$ cat src/rtl/pool2_layer.sv
// pool2_layer: 2x2 / stride-2 pooling over a channel-major raster blob stream, with a show-ahead output FIFO.
// Build option: define POOL2_AVG_EN for average pooling; the default build performs max pooling.
module pool2_layer #(
  parameter int W_IN       = 8,
  parameter int H_IN       = 8,
  parameter int C_IN       = 8,
  parameter int DW         = 16,
  parameter int FIFO_DEPTH = 8
) (
  input  logic          clk,
  input  logic          rst,
  input  logic [DW-1:0] blob_din,
  input  logic          blob_din_en,
  input  logic          blob_din_eop,
  output logic          blob_din_rdy,
  output logic [DW-1:0] blob_dout,
  output logic          blob_dout_en,
  output logic          blob_dout_eop,
  input  logic          blob_dout_rdy,
  output logic          frame_err
);

  localparam int CW    = (W_IN > 1) ? $clog2(W_IN) : 1;
  localparam int RW    = (H_IN > 1) ? $clog2(H_IN) : 1;
  localparam int CHW   = (C_IN > 1) ? $clog2(C_IN) : 1;
  localparam int LW    = W_IN / 2;
  localparam int LAW   = (LW > 1) ? $clog2(LW) : 1;
  localparam int AW    = $clog2(FIFO_DEPTH);
  localparam int OUT_N = (W_IN / 2) * (H_IN / 2) * C_IN;
  localparam int OW    = (OUT_N > 1) ? $clog2(OUT_N) : 1;
`ifdef POOL2_AVG_EN
  localparam int LBW   = DW + 1;
`else
  localparam int LBW   = DW;
`endif

  logic [CW-1:0]  col_q, col_d;
  logic [RW-1:0]  row_q, row_d;
  logic [CHW-1:0] ch_q, ch_d;
  logic [DW-1:0]  hold_q;
  logic [LBW-1:0] lbuf_q [LW];
  logic [DW-1:0]  mem_q [FIFO_DEPTH];
  logic [AW-1:0]  wr_ptr_q, rd_ptr_q;
  logic [AW:0]    cnt_q, cnt_d;
  logic [OW-1:0]  ocnt_q;
  logic           rdy_q;
  logic           err_q;

  logic           accept_s;
  logic           col_last_s, row_last_s, ch_last_s, frame_last_s;
  logic [LAW-1:0] lidx_s;
  logic [LBW-1:0] lb_rd_s;
  logic [LBW-1:0] pair_s;
  logic [DW-1:0]  result_s;
  logic           push_s, pop_s, empty_s;

  assign accept_s     = blob_din_en & rdy_q;
  assign col_last_s   = (col_q == CW'(W_IN - 1));
  assign row_last_s   = (row_q == RW'(H_IN - 1));
  assign ch_last_s    = (ch_q == CHW'(C_IN - 1));
  assign frame_last_s = col_last_s & row_last_s & ch_last_s;
  assign lidx_s       = LAW'(col_q >> 1);
  assign lb_rd_s      = lbuf_q[lidx_s];
  assign push_s       = accept_s & col_q[0] & row_q[0];
  assign empty_s      = (cnt_q == '0);
  assign pop_s        = ~empty_s & blob_dout_rdy;

`ifdef POOL2_AVG_EN
  logic [DW+1:0] sum4_s;

  // Pair sums keep one guard bit; the 4-pixel sum keeps two, then floors by arithmetic shift.
  assign pair_s   = {hold_q[DW-1], hold_q} + {blob_din[DW-1], blob_din};
  assign sum4_s   = {lb_rd_s[LBW-1], lb_rd_s} + {pair_s[LBW-1], pair_s};
  assign result_s = DW'($signed(sum4_s) >>> 2);
`else
  assign pair_s   = ($signed(hold_q) > $signed(blob_din)) ? hold_q : blob_din;
  assign result_s = ($signed(lb_rd_s) > $signed(pair_s)) ? lb_rd_s : pair_s;
`endif

  // Position counters: column innermost, then row, then channel.
  always_comb begin
    col_d = col_q;
    row_d = row_q;
    ch_d  = ch_q;
    if (accept_s) begin
      if (col_last_s) begin
        col_d = '0;
        if (row_last_s) begin
          row_d = '0;
          if (ch_last_s) begin
            ch_d = '0;
          end else begin
            ch_d = ch_q + CHW'(1);
          end
        end else begin
          row_d = row_q + RW'(1);
        end
      end else begin
        col_d = col_q + CW'(1);
      end
    end else begin
      col_d = col_q;
    end
  end

  always_comb begin
    case ({push_s, pop_s})
      2'b10:   cnt_d = cnt_q + (AW+1)'(1);
      2'b01:   cnt_d = cnt_q - (AW+1)'(1);
      default: cnt_d = cnt_q;
    endcase
  end

  always_ff @(posedge clk) begin
    if (!rst) begin
      col_q    <= '0;
      row_q    <= '0;
      ch_q     <= '0;
      wr_ptr_q <= '0;
      rd_ptr_q <= '0;
      cnt_q    <= '0;
      ocnt_q   <= '0;
      rdy_q    <= 1'b0;
      err_q    <= 1'b0;
    end else begin
      col_q <= col_d;
      row_q <= row_d;
      ch_q  <= ch_d;
      cnt_q <= cnt_d;
      // Ready reflects the post-update occupancy so one in-flight push always has room.
      rdy_q <= (cnt_d <= (AW+1)'(FIFO_DEPTH - 2));
      if (push_s) begin
        wr_ptr_q <= wr_ptr_q + AW'(1);
      end
      if (pop_s) begin
        rd_ptr_q <= rd_ptr_q + AW'(1);
        if (ocnt_q == OW'(OUT_N - 1)) begin
          ocnt_q <= '0;
        end else begin
          ocnt_q <= ocnt_q + OW'(1);
        end
      end
      if (accept_s && (blob_din_eop != frame_last_s)) begin
        err_q <= 1'b1;
      end
    end
  end

  // Datapath storage needs no reset: every entry is written before it is read.
  always_ff @(posedge clk) begin
    if (accept_s) begin
      if (!col_q[0]) begin
        hold_q <= blob_din;
      end else if (!row_q[0]) begin
        lbuf_q[lidx_s] <= pair_s;
      end
    end
    if (push_s) begin
      mem_q[wr_ptr_q] <= result_s;
    end
  end

  assign blob_din_rdy  = rdy_q;
  assign blob_dout     = empty_s ? '0 : mem_q[rd_ptr_q];
  assign blob_dout_en  = pop_s;
  assign blob_dout_eop = pop_s & (ocnt_q == OW'(OUT_N - 1));
  assign frame_err     = err_q;

endmodule

$ cat config.mk
export PLATFORM = sky130hd
export DESIGN_NAME = pool2_layer
export DESIGN_NICKNAME = d
export VERILOG_FILES = /design/src/rtl/pool2_layer.sv
export SDC_FILE = /design/constraint.sdc
export NUM_CORES = 1
export LEC_CHECK = 0
export ABC_AREA = 1
export BUFFER_PORTS_ARGS = -buffer_cell sky130_fd_sc_hd__buf_2
export CAP_MARGIN = 20
export CORE_ASPECT_RATIO = 0.7
export CORE_UTILIZATION = 30
export DETAILED_ROUTE_END_ITERATION = 12
export GPL_TIMING_DRIVEN = 0
export HOLD_SLACK_MARGIN = 0.05
export MAX_ROUTING_LAYER = met4
export SYNTH_ARGS = -nofsm -noshare
export SYNTH_HDL_FRONTEND = slang
export SYNTH_SLANG_ARGS = --single-unit
$ cat constraint.sdc
create_clock -name clk -period 11.39 [get_ports clk]
set_clock_uncertainty 0.05 [all_clocks]
set_input_delay 2.278 -clock clk [delete_from_list [all_inputs] [get_ports clk]]
set_output_delay 2.278 -clock clk [all_outputs]
set_load 0.01 [all_outputs]
==> flow_summary.json <==
{
  "numCtsBuffers": 24,
  "r2r-start": "hold_q[11]",
  "fmax_mhz": 179,
  "ant_nets": 0,
  "antennaDiodeCount": 0,
  "synth_top_family_by_area": "simple AND/OR/NAND/NOR gates",
  "insertion_delay_ns": 0.54,
  "cp_data_required_time_ns": 11.51,
  "die_h_microns": 162,
  "power_density_mw_per_mm2": 163,
  "peakVddDrop_v": 0.0000929,
  "synth_simple_gate_area_frac": 0.158,
  "cts_tree": "done",
  "r2r_end": "mem_q[1][13]",
  "wire_per_inst_microns": 17.4,
  "fillers": 3547,
  "grt_usage": 0.152,
  "path_class": "primary input to flip-flop",
  "initialDrtViolationCount": 612,
  "vias_per_cell": 4.86,
  "grt_pass1_vias": 7361,
  "setup_viol": 0,
  "grt_pass1_wl_microns": 42000,
  "regArea_sq_mm": 0.00691,
  "startpoint": "blob_din[12]",
  "drive_gt1_frac": 0.160,
  "syn_to_final_growth_pct": 16.5,
  "drv_cap": 0,
  "clkPwrFrac": 0.383,
  "hp-class": "flip-flop to flip-flop",
  "power_mw": 2.08,
  "grt_max_degree": 16,
  "synth_cell_types": 41,
  "dpl_worst_slack_ns": 5.30,
  "crit_fanout": 10,
  "grt_setup_unrepaired": "no",
  "yosys_warnings": 0,
  "multi_input_area_sq_mm": 0.00355,
  "dieArea_sq_mm": 0.0373,
  "synth_compound_gate_area_share": 0.104,
  "pin_count": 41,
  "place_hpwl_microns": 19600,
  "timing.final.ws_setup_ns": 5.81,
  "cts_sinks": 241,
  "avgSynthCellArea_sq_um": 11.1,
  "final_max_slew_viol_count": 0,
  "rows": 58,
  "cts_setup_buffers": 0,
  "min_period_ns": 5.58,
  "p_leak_nw": 4.86,
  "fp.dieW_microns": 230,
  "hold_slack_ns": 0.397,
  "num_vias": 7605,
  "drcViolationCount": 0,
  "synthArstFlopShare": 0,
  "coreArea_sq_mm": 0.0359,
  "crit_arrival_ns": 5.70,
  "fin_crit_sh": 0.490,
  "synthCells": 988,
  "clk_pin_slew_ns": 0.07,
  "synth_seq_cells": 241,
  "synth_xor_area_frac": 0.00399,
  "htreeDepth": 1,
  "layout.cells.non_filler": 1566,
  "tns_ns": 0,
  "comb_power_share": 0.124,
  "start_util": 0.305,
  "seq_power_share": 0.494,
  "p_sw_mw": 0.533,
  "yosys.area_share.adder": 0.0520,
  "syn_nets": 1054,
  "r2r_cells": 21,
  "wl_microns": 27200,
  "clk_path_buf_depth": 3,
  "grt_antenna_before_repair": 0,
  "synth_mux_area_frac": 0.00183,
  "post-place-cells": 1522,
  "grt.overflow.total": 0,
  "rrSetupSlack_ns": 7.33,
  "place_congestion": 0.865,
  "switching_share": 0.256,
  "endpoint_kind": "flip-flop",
  "synth_ff_type": "edfxtp_1",
  "hold_buffers": 0,
  "drtPass1Iterations": 5,
  "worst_pin_slew_ns": 0.856,
  "synth_edf_count": 208,
  "hold_violations": 0,
  "critPathCapture": "mem_q[1][13]",
  "root_buffer": "clkbuf_16",
  "io_buffers": 40,
  "power.internal_mw": 1.55,
  "maxSlewHeadroom": 0.426,
  "ys_seq_area_frac": 0.630,
  "synth.cell_area_sq_mm": 0.0110,
  "cts.repair.resized": 0,
  "fin_nets": 1134,
  "start_kind": "primary input",
  "outcome": "finished, final reports clean"
}
[flip-flops by register name, indices dropped and copies added (netlist names), 4 cells and up, named ones only]
register / cells
cnt_q: 4
mem_q: 128
lbuf_q: 64
hold_q: 16
ocnt_q: 7
[layer usage]
layer	vias up	track usage	wire [microns]
met5	-	-	0
met4	0	0.0352	502
met3	34	0.0313	1760
met2	208	0.225	11700
met1	3695	0.212	13300
li1	3668	-	-
[cells in the final DEF, fill, tap and decap left out, types with 8 or more instances in the layout]
| cell | instances |
|---|---|
| clkbuf_1 | 30 |
| o21ai_0 | 119 |
| buf_2 | 48 |
| nand3_2 | 16 |
| nand4_1 | 33 |
| nand2_4 | 12 |
| ha_1 | 44 |
| a21oi_1 | 27 |
| clkbuf_16 | 24 |
| inv_2 | 11 |
| nor2_2 | 10 |
| inv_1 | 81 |
| o21ai_1 | 8 |
| nand2_1 | 78 |
| nand2_2 | 13 |
| a31oi_1 | 16 |
| nand3_1 | 11 |
| dfxtp_1 | 33 |
| nor2_1 | 157 |
| o22ai_1 | 31 |
| edfxtp_1 | 208 |
[power by group through the flow]
stage / clock, mW / sequential (mW) / combinational (mW)
after floorplan: 0 / 1.04 / 0.165
after global placement: 0 / 1.05 / 0.247
after detailed placement: 0 / 1.05 / 0.254
after CTS: 0.815 / 1.03 / 0.255
after global routing: 0.845 / 1.03 / 0.284
final: 0.797 / 1.03 / 0.257
[synthesized netlist by cell type (8+ instances only)]
cell      instances  area share
nand2_2          13      0.0074
nand2_4          12       0.012
nor2_1          163       0.056
nand2_1          78       0.027
ha_1             44       0.050
o21ai_1           8      0.0037
nand4_1          33       0.019
buf_2             8      0.0037
a31oi_1          16      0.0091
nand3_2          16       0.015
a21oi_1          27       0.012
o21ai_0         119       0.054
inv_2            11      0.0038
o22ai_1          31       0.018
nand3_1          11      0.0050
nor3_1           11      0.0050
inv_1            81       0.028
edfxtp_1        208        0.57
clkbuf_1         25      0.0086
dfxtp_1          33       0.060
[per-stage QoR]
step,instance area (sq um),utilization
2_1_floorplan,11000,-
3_3_place_gp,11800,0.327
3_5_place_dp,12000,0.334
4_1_cts,12800,0.355
5_1_grt,12800,0.355
6_report,12800,0.355
[kinds of logic after synthesis]
group                    after synthesis
AO/OA/AOI/OAI                        210
XOR/XNOR                               5
multiplexers                           2
buffers and inverters                134
flip-flops                           241
AND/OR/NAND/NOR                      351
adder cells (fa/ha/maj)               45
[worst max-delay path, stage by stage]
cell,delay [ns]
buf_2,0.15
inv_1,0.10
ha_1,0.30
nand4_1,0.11
nor2_2,0.22
nand4_2,0.25
buf_2,0.28
nand4_1,0.16
nand2_2,0.10
ha_1,0.36
nand2_1,0.11
inv_1,0.05
nand3_2,0.06
a21oi_1,0.05
nor2_1,0.17
nand2_1,0.12
nand2_4,0.12
nand3_4,0.14
buf_12,0.19
nand3_2,0.07
nand2_1,0.29
[worst min-delay path by stage]
stage,start,endpoint,depth (start not counted)
after floorplan,rd_ptr_q[2],flip-flop,2
after global placement,frame_err,frame_err,2
after detailed placement,frame_err,frame_err,2
after CTS,frame_err,frame_err,2
after global routing,frame_err,frame_err,2
final,frame_err,frame_err,2
[final cells by class]
| type | count | share of cell area |
|---|---|---|
| repair buffers | 54 | 0.0295 |
| clock buffers | 29 | 0.0485 |
| inverters | 92 | 0.0270 |
| well taps | 480 | 0.0470 |
| flip-flops and latches | 241 | 0.541 |
| clock inverters | 15 | 0.0129 |
| multi-input cells | 613 | 0.278 |
| plain buffers | 42 | 0.0163 |
Power figures use the tool's default switching activity.
